**src/rtl/bin2bcd_pkg.sv**
```systemverilog
// bin2bcd_pkg: shared FSM state type and BCD digit width for the bin2bcd_seq converter
package bin2bcd_pkg;
    localparam int DIG_W = 4;
    typedef enum logic [1:0] {IDLE, SHIFT, DONE} state_t;
endpackage

```
**src/rtl/bin2bcd_dig_adj.sv**
```systemverilog
// bin2bcd_dig_adj: double-dabble digit correction, adds 3 to any digit of 5 or more
module bin2bcd_dig_adj
    import bin2bcd_pkg::*;
(
    input  logic [DIG_W-1:0] digit_in,
    output logic [DIG_W-1:0] digit_out
);
    assign digit_out = (digit_in >= DIG_W'(5)) ? digit_in + DIG_W'(3) : digit_in;
endmodule

```
**src/rtl/bin2bcd_seq.sv**
```systemverilog
// bin2bcd_seq: sequential shift-add-3 binary to BCD converter; BIN2BCD_BLANK_EN adds a leading-zero blank mask
module bin2bcd_seq
    import bin2bcd_pkg::*;
#(
    parameter int BIN_W  = 14,
    parameter int DIGITS = 5
) (
    input  logic                    clk,
    input  logic                    reset,
    input  logic                    in_valid,
    output logic                    in_ready,
    input  logic [BIN_W-1:0]        in_bin,
    output logic                    out_valid,
    input  logic                    out_ready,
    output logic [DIG_W*DIGITS-1:0] out_bcd,
    output logic                    out_ovf,
    output logic [DIGITS-1:0]       out_blank
);
    localparam int CW    = $clog2(BIN_W + 1);
    localparam int BCD_W = DIG_W * DIGITS;

    state_t           state_q, state_d;
    logic [CW-1:0]    cnt_q, cnt_d;
    logic [BIN_W-1:0] bin_q, bin_d;
    logic [BCD_W-1:0] bcd_q, bcd_d, bcd_adj;
    logic             ovf_q, ovf_d;
    logic [BCD_W-1:0] out_bcd_q, out_bcd_d;
    logic             out_ovf_q, out_ovf_d;
    logic             fin;

    for (genvar i = 0; i < DIGITS; i++) begin : g_dig
        bin2bcd_dig_adj u_adj (
            .digit_in  (bcd_q[i*DIG_W +: DIG_W]),
            .digit_out (bcd_adj[i*DIG_W +: DIG_W])
        );
    end

    // all BIN_W shifts are done; results move to the output registers this edge
    assign fin       = (state_q == SHIFT) && (cnt_q == CW'(BIN_W));
    assign in_ready  = (state_q == IDLE);
    assign out_valid = (state_q == DONE);
    assign out_bcd   = out_bcd_q;
    assign out_ovf   = out_ovf_q;

    // next-state: load on accept, correct-then-shift while counting, publish on finish
    always_comb begin
        state_d   = state_q;
        cnt_d     = cnt_q;
        bin_d     = bin_q;
        bcd_d     = bcd_q;
        ovf_d     = ovf_q;
        out_bcd_d = out_bcd_q;
        out_ovf_d = out_ovf_q;
        case (state_q)
            IDLE: if (in_valid) begin
                bin_d   = in_bin;
                bcd_d   = '0;
                ovf_d   = 1'b0;
                cnt_d   = '0;
                state_d = SHIFT;
            end
            SHIFT: if (fin) begin
                out_bcd_d = bcd_q;
                out_ovf_d = ovf_q;
                state_d   = DONE;
            end else begin
                {bcd_d, bin_d} = {bcd_adj[BCD_W-2:0], bin_q, 1'b0};
                ovf_d          = ovf_q | bcd_adj[BCD_W-1];
                cnt_d          = cnt_q + CW'(1);
            end
            DONE: state_d = out_ready ? IDLE : DONE;
            default: state_d = IDLE;
        endcase
    end

    // state and datapath registers; reset discards any conversion in flight
    always_ff @(posedge clk or posedge reset) begin
        if (reset) begin
            state_q   <= IDLE;
            cnt_q     <= '0;
            bin_q     <= '0;
            bcd_q     <= '0;
            ovf_q     <= 1'b0;
            out_bcd_q <= '0;
            out_ovf_q <= 1'b0;
        end else begin
            state_q   <= state_d;
            cnt_q     <= cnt_d;
            bin_q     <= bin_d;
            bcd_q     <= bcd_d;
            ovf_q     <= ovf_d;
            out_bcd_q <= out_bcd_d;
            out_ovf_q <= out_ovf_d;
        end
    end

`ifdef BIN2BCD_BLANK_EN
    logic [DIGITS-1:0] blank_q, blank_d, blank_cur;
    logic              zero_run;

    // a digit is blank when it and every higher digit are zero; the ones digit always shows
    always_comb begin
        blank_cur = '0;
        zero_run  = 1'b1;
        for (int k = DIGITS - 1; k >= 1; k--) begin
            zero_run     = zero_run & (bcd_q[k*DIG_W +: DIG_W] == '0);
            blank_cur[k] = zero_run;
        end
        blank_d = fin ? blank_cur : blank_q;
    end

    // blank mask is captured on the same edge as out_bcd
    always_ff @(posedge clk or posedge reset) begin
        if (reset) blank_q <= '0;
        else       blank_q <= blank_d;
    end

    assign out_blank = blank_q;
`else
    assign out_blank = '0;
`endif
endmodule

```
**config.mk**
```make
export PLATFORM = sky130hd
export DESIGN_NAME = bin2bcd_seq
export DESIGN_NICKNAME = d
export VERILOG_FILES = /design/src/rtl/bin2bcd_pkg.sv /design/src/rtl/bin2bcd_dig_adj.sv /design/src/rtl/bin2bcd_seq.sv
export SDC_FILE = /design/constraint.sdc
export NUM_CORES = 1
export LEC_CHECK = 0
export ABC_CLOCK_PERIOD_IN_PS = 5400
export CORE_UTILIZATION = 40
export CTS_CLUSTER_DIAMETER = 80
export DETAILED_ROUTE_END_ITERATION = 10
export GPL_TIMING_DRIVEN = 0
export SLEW_MARGIN = 5
export SYNTH_ARGS = -nofsm -noshare
export SYNTH_HDL_FRONTEND = slang
export SYNTH_SLANG_ARGS = --single-unit
```
**constraint.sdc**
```tcl
create_clock -name clk -period 5.4 [get_ports clk]
set_input_delay 0.54 -clock clk [delete_from_list [all_inputs] [get_ports clk]]
set_output_delay 0.54 -clock clk [all_outputs]
set_load 0.1 [all_outputs]
```
======== Yosys cells after proc, flatten, opt, wreduce, memory -nomap -nowiden ========
Index checks and enable logic that the tools add are counted.
word-level totals
  flip-flop bits (word level) ............. 62
  bits in latches ......................... 0
  memory bits (writable) .................. 0
  ROM bits ................................ 0
  input port bits ......................... 18
  word-level logic and storage cells ...... 52
  memories ................................ 0
operators by class
  add/sub/neg operators ................... 6
  multiply operators ...................... 0
  div/mod/pow operators ................... 0
  order comparisons ....................... 5
  eq/ne operators ......................... 6
  shifts and indexed selects .............. 0
  multiplexer cells ....................... 21
  bitwise gates (word level) .............. 1
  reduce and logical (&&, ||, !) cells .... 6
operators with widths
  kind                   count
  $mux W20               2
  $pmux W20 S2           1
  $mux W14               2
  $mux W4                7
  $pmux W14 S2           1
  $add A4 B2 Y4 const B  5
  $ge A4 B3 Y1 const B   5
  $pmux W4 S2            1
  $mux W2                3
  $ne A2 B2 Y1 const B   3
  $pmux W2 S3            1
  $add A4 B1 Y4 const B  1
  $eq A4 B4 Y1 const B   1
  $reduce_and A2 Y1      2
  $reduce_and A3 Y1      1
  $eq A2 B1 Y1 const B   1
  $eq A2 B2 Y1 const B   1
  $logic_not A2 Y1       1
  $mux W1                2
  $pmux W1 S2            1
  $reduce_bool A2 Y1     1
  $logic_and A1 B1 Y1    1
  $or A1 B1 Y1           1

======== Logic depth before layout (Yosys ltp) ========
  word-level depth ........................ 5
  gate-level depth with buffers ........... 8

======== Modules after synthesis ========
From an unflattened synthesis, not the netlist that was laid out.
second synthesis, totals
  cells, all modules ...................... 298
  area total of the unflattened synthesis .. 3,402.0 um2
modules (own cells, without submodules)
  module           instances  cells each  area each (um2)  seq. area each (um2)
  bin2bcd_seq      1          218         2,895.3          1,551.5
  bin2bcd_dig_adj  5          16          101.3            0.0

======== Worst setup path before layout ========
Ideal clock, no wire load.
  path type ............................... reg-to-output
  start ................................... register state_q[0]
  end ..................................... output port out_valid
  arrival ................................. 1.783 ns
  data required time ...................... 4.860 ns
  slack ................................... 3.077 ns
  cell stages (with the launch flop) ...... 2
  buffers on the path ..................... 0
  cell sequence ........................... dfrtp_1 -> nor2b_1
between the ends
  word-level cells in the longest chain between the ends .. 1
RTL lines
  what                    line               source
  from (decl)             bin2bcd_seq.sv:22  state_t state_q, state_d;
  from (signal assigned)  bin2bcd_seq.sv:87  state_q <= state_d;
  $eq A2 B2 Y1            bin2bcd_seq.sv:41  assign out_valid = (state_q == DONE);
  to (decl)               bin2bcd_seq.sv:13  output logic out_valid,
No other way between the ends.

======== Worst setup path in the final report ========
  start ................................... register state_q[1]
  end ..................................... output port in_ready
between the ends
  word-level cells in the longest chain between the ends .. 1
RTL lines
  what              line               source
  $logic_not A2 Y1  bin2bcd_seq.sv:40  assign in_ready = (state_q == IDLE);
  to (decl)         bin2bcd_seq.sv:11  output logic in_ready,
No other way between the ends.

==> reports/results.tsv <==
metric	value	unit
cp_slowest_cell	clkdlybuf4s50_1	
critical_path_class	flop to primary output	
seq_area_frac_synth	53.4	%
setup.worst_path.start_class	flop	
multi_input_area	0.00122	mm²
rsz0062_at_grt	no	
cts_buffer_depth	2	
first_iter_violations	68	
cp_cell_sequence	nor2_1 > clkdlybuf4s50_1	
dp_hpwl	3.85	mm
cp_top_family	buffers and inverters	
final.setup.tns	0	ns
antenna_left	0	
max_freq	0.375	GHz
grt-ovfl-total	0	
drive_above_1_share	14.4	%
worstHoldPathCells	2	
cts_sinks	62	
initial_utilization	42.1	%
grt_pass1_wl	9.78	mm
cp_max_fo	5	
hold_buffers	0	
cts.clk_slew.worst_paths	0.07	ns
die-area	0.00761	mm²
crit_required	4.86	ns
syn_to_final_growth	24.5	%
layout_commonest_cell	dfrtp_1	
worst_path_largest_cell_delay	1.17	ns
drt-total-wl	5.62	mm
top_level_ports	46	
numCtsBuffers	9	
max_slew_margin	35.3	%
hold_class	flop to flop	
period_needed	2.67	ns
synth_area_leaders	dfrtp_1 (53%), mux2_2 (8.1%), ha_1 (5.2%)	
synth.largest_area_cell	dfrtp_1	
tightest_slew	0.967	ns
status	finished clean	
num_vias	2085	
yosysTopAreaCellShare	53.4	%
drtPass1Iterations	4	
remaining_drc_errors	0	
grt_max_degree	63	
wl_per_cell	13.3	µm
fp-row-count	30	
grt_usage	17.0	%
fin_crit_sh	49.4	%
insertion_delay	0.34	ns
avgViaCountPerCell	4.94	
diodes	0	
holdPathEnd	ovf_q$_DFFE_PP0P_	
synth-seq-cells	62	
hp-start	ovf_q$_DFFE_PP0P_	
fin_skew	0.00558	ns
regArea	0.00155	mm²
htree_num_levels	3	
post_cts_buffers	0	
first_global_vias	2069	
reg2reg_slack	3.37	ns
clockRootBuffer	clkbuf_8	
final_cell_mix	dfrtp_1 (62), clkdlybuf4s50_1 (40), nand2_1 (34), mux2_2 (21), nor2_1 (17)	
synth_cell_types	30	
worstPathArrival	2.13	ns
crit_buf_inv	1	
syn_area_per_cell	10.8	µm²
crit_path_end_kind	primary output	
slew_violations	0	
maxCapViolCount	0	
fp.dieW	87.2	µm
antenna_found_initial	0	
die_y	87.2	µm
nFillCells	658	
routabilityCongestion	0.743	
nNetsFinal	353	
coreArea	0.00691	mm²
hold_violations	0	
cts_resized	0	
io_buffers	40	
ys_warn_count	0	
utilization	52.4	%
r2r-start	cnt_q[0]$_DFFE_PP0P_	
synth_cells	268	
tritoncts	yes	
worstRegToRegCells	8	
setup_violations	0	
syn_area	0.00291	mm²
rr_endpoint	bcd_q[7]$_DFFE_PP0P_	
## final cells by class
type / instances / share of cell area [%]
Timing Repair Buffer: 40 / 11.1
Buffer: 17 / 2.70
Multi-Input combinational cell: 179 / 33.7
Inverter: 14 / 1.52
Clock inverter: 1 / 0.138
Tap cell: 96 / 3.32
Clock buffer: 13 / 4.67
Sequential cell: 62 / 42.9
## registers in the layout (all words and copies together) (netlist names)
register and cells:
bcd_q 20, bin_q 14, cnt_q 4, out_bcd 20, out_ovf 1, ovf_q 1, state_q 2
## synth_stat cells
library cell  instances
a31oi_1              13
a21o_1                1
conb_1                1
and3_1                1
dfrtp_1              62
nor2b_1               2
buf_4                 5
a22o_1                5
inv_1                13
nand3_1               2
clkbuf_1              5
o21ai_0              10
a32o_1                6
buf_6                 1
mux2_2               21
nand2_1              34
o22ai_1               9
clkinv_1              1
o31ai_1               5
a211o_1               1
a21boi_1              1
a21oi_1              10
or3_1                 1
nand2b_1              7
xnor2_1               5
nor2_1               17
buf_2                 6
nor3b_1               5
mux2i_1               6
ha_1                 12
## routing by layer
metal	track usage, %	vias up	part of all wire (%)
li1	-	1047	-
met1	22.7	991	50
met2	26.6	41	45
met3	4.36	6	3.7
met4	6.71	0	1.4
met5	0	-	0
## worst reg2reg max path, cell delays in order, from the launching register on
cell	delay (ns)
dfrtp_1	0.42
inv_1	0.07
ha_1	0.20
and3_1	0.20
a211o_1	0.32
clkinv_1	0.13
buf_2	0.26
o31ai_1	0.11
a32o_1	0.21
## per-stage QoR
step                instance area (µm²)  setup slack, ns  hold WS [ns]  instances
floorplan                          2920             3.08         0.444        272
global placement                   3440             2.14         0.467        408
detailed placement                 3440             3.10         0.478        408
CTS                                3620             2.72         0.492        422
global route                       3620             2.69         0.516        422
finish                             3620             2.73         0.487        422
## how the worst max path moves through the flow
| stage | cells after the start | from | slack, ns | to |
|---|---|---|---|---|
| floorplan | 1 | state_q[0]$_DFFE_PP0P_ | 3.08 | out_valid |
| global placement | 2 | reset | 2.14 | out_bcd[2]$_DFFE_PP0P_ |
| detailed placement | 2 | state_q[0]$_DFFE_PP0P_ | 3.10 | in_ready |
| CTS | 2 | state_q[0]$_DFFE_PP0P_ | 2.72 | in_ready |
| global route | 2 | state_q[0]$_DFFE_PP0P_ | 2.69 | in_ready |
| finish | 2 | state_q[1]$_DFFE_PP0P_ | 2.73 | in_ready |
## kinds of logic after synthesis
kind of cell             count (synthesis)  share of synthesized area [%]
XOR/XNOR                                 5                           1.51
other                                    1                          0.129
buffers and inverters                   31                           5.17
AND/OR/NAND/NOR                         69                           10.6
flip-flops                              62                           53.4
multiplexers                            27                           10.2
AO/OA/AOI/OAI                           61                           13.9
adder cells (fa/ha/maj)                 12                           5.17
Power is not shown: default switching activity piles up to over one toggle a cycle in this logic, so the estimate is an artifact.
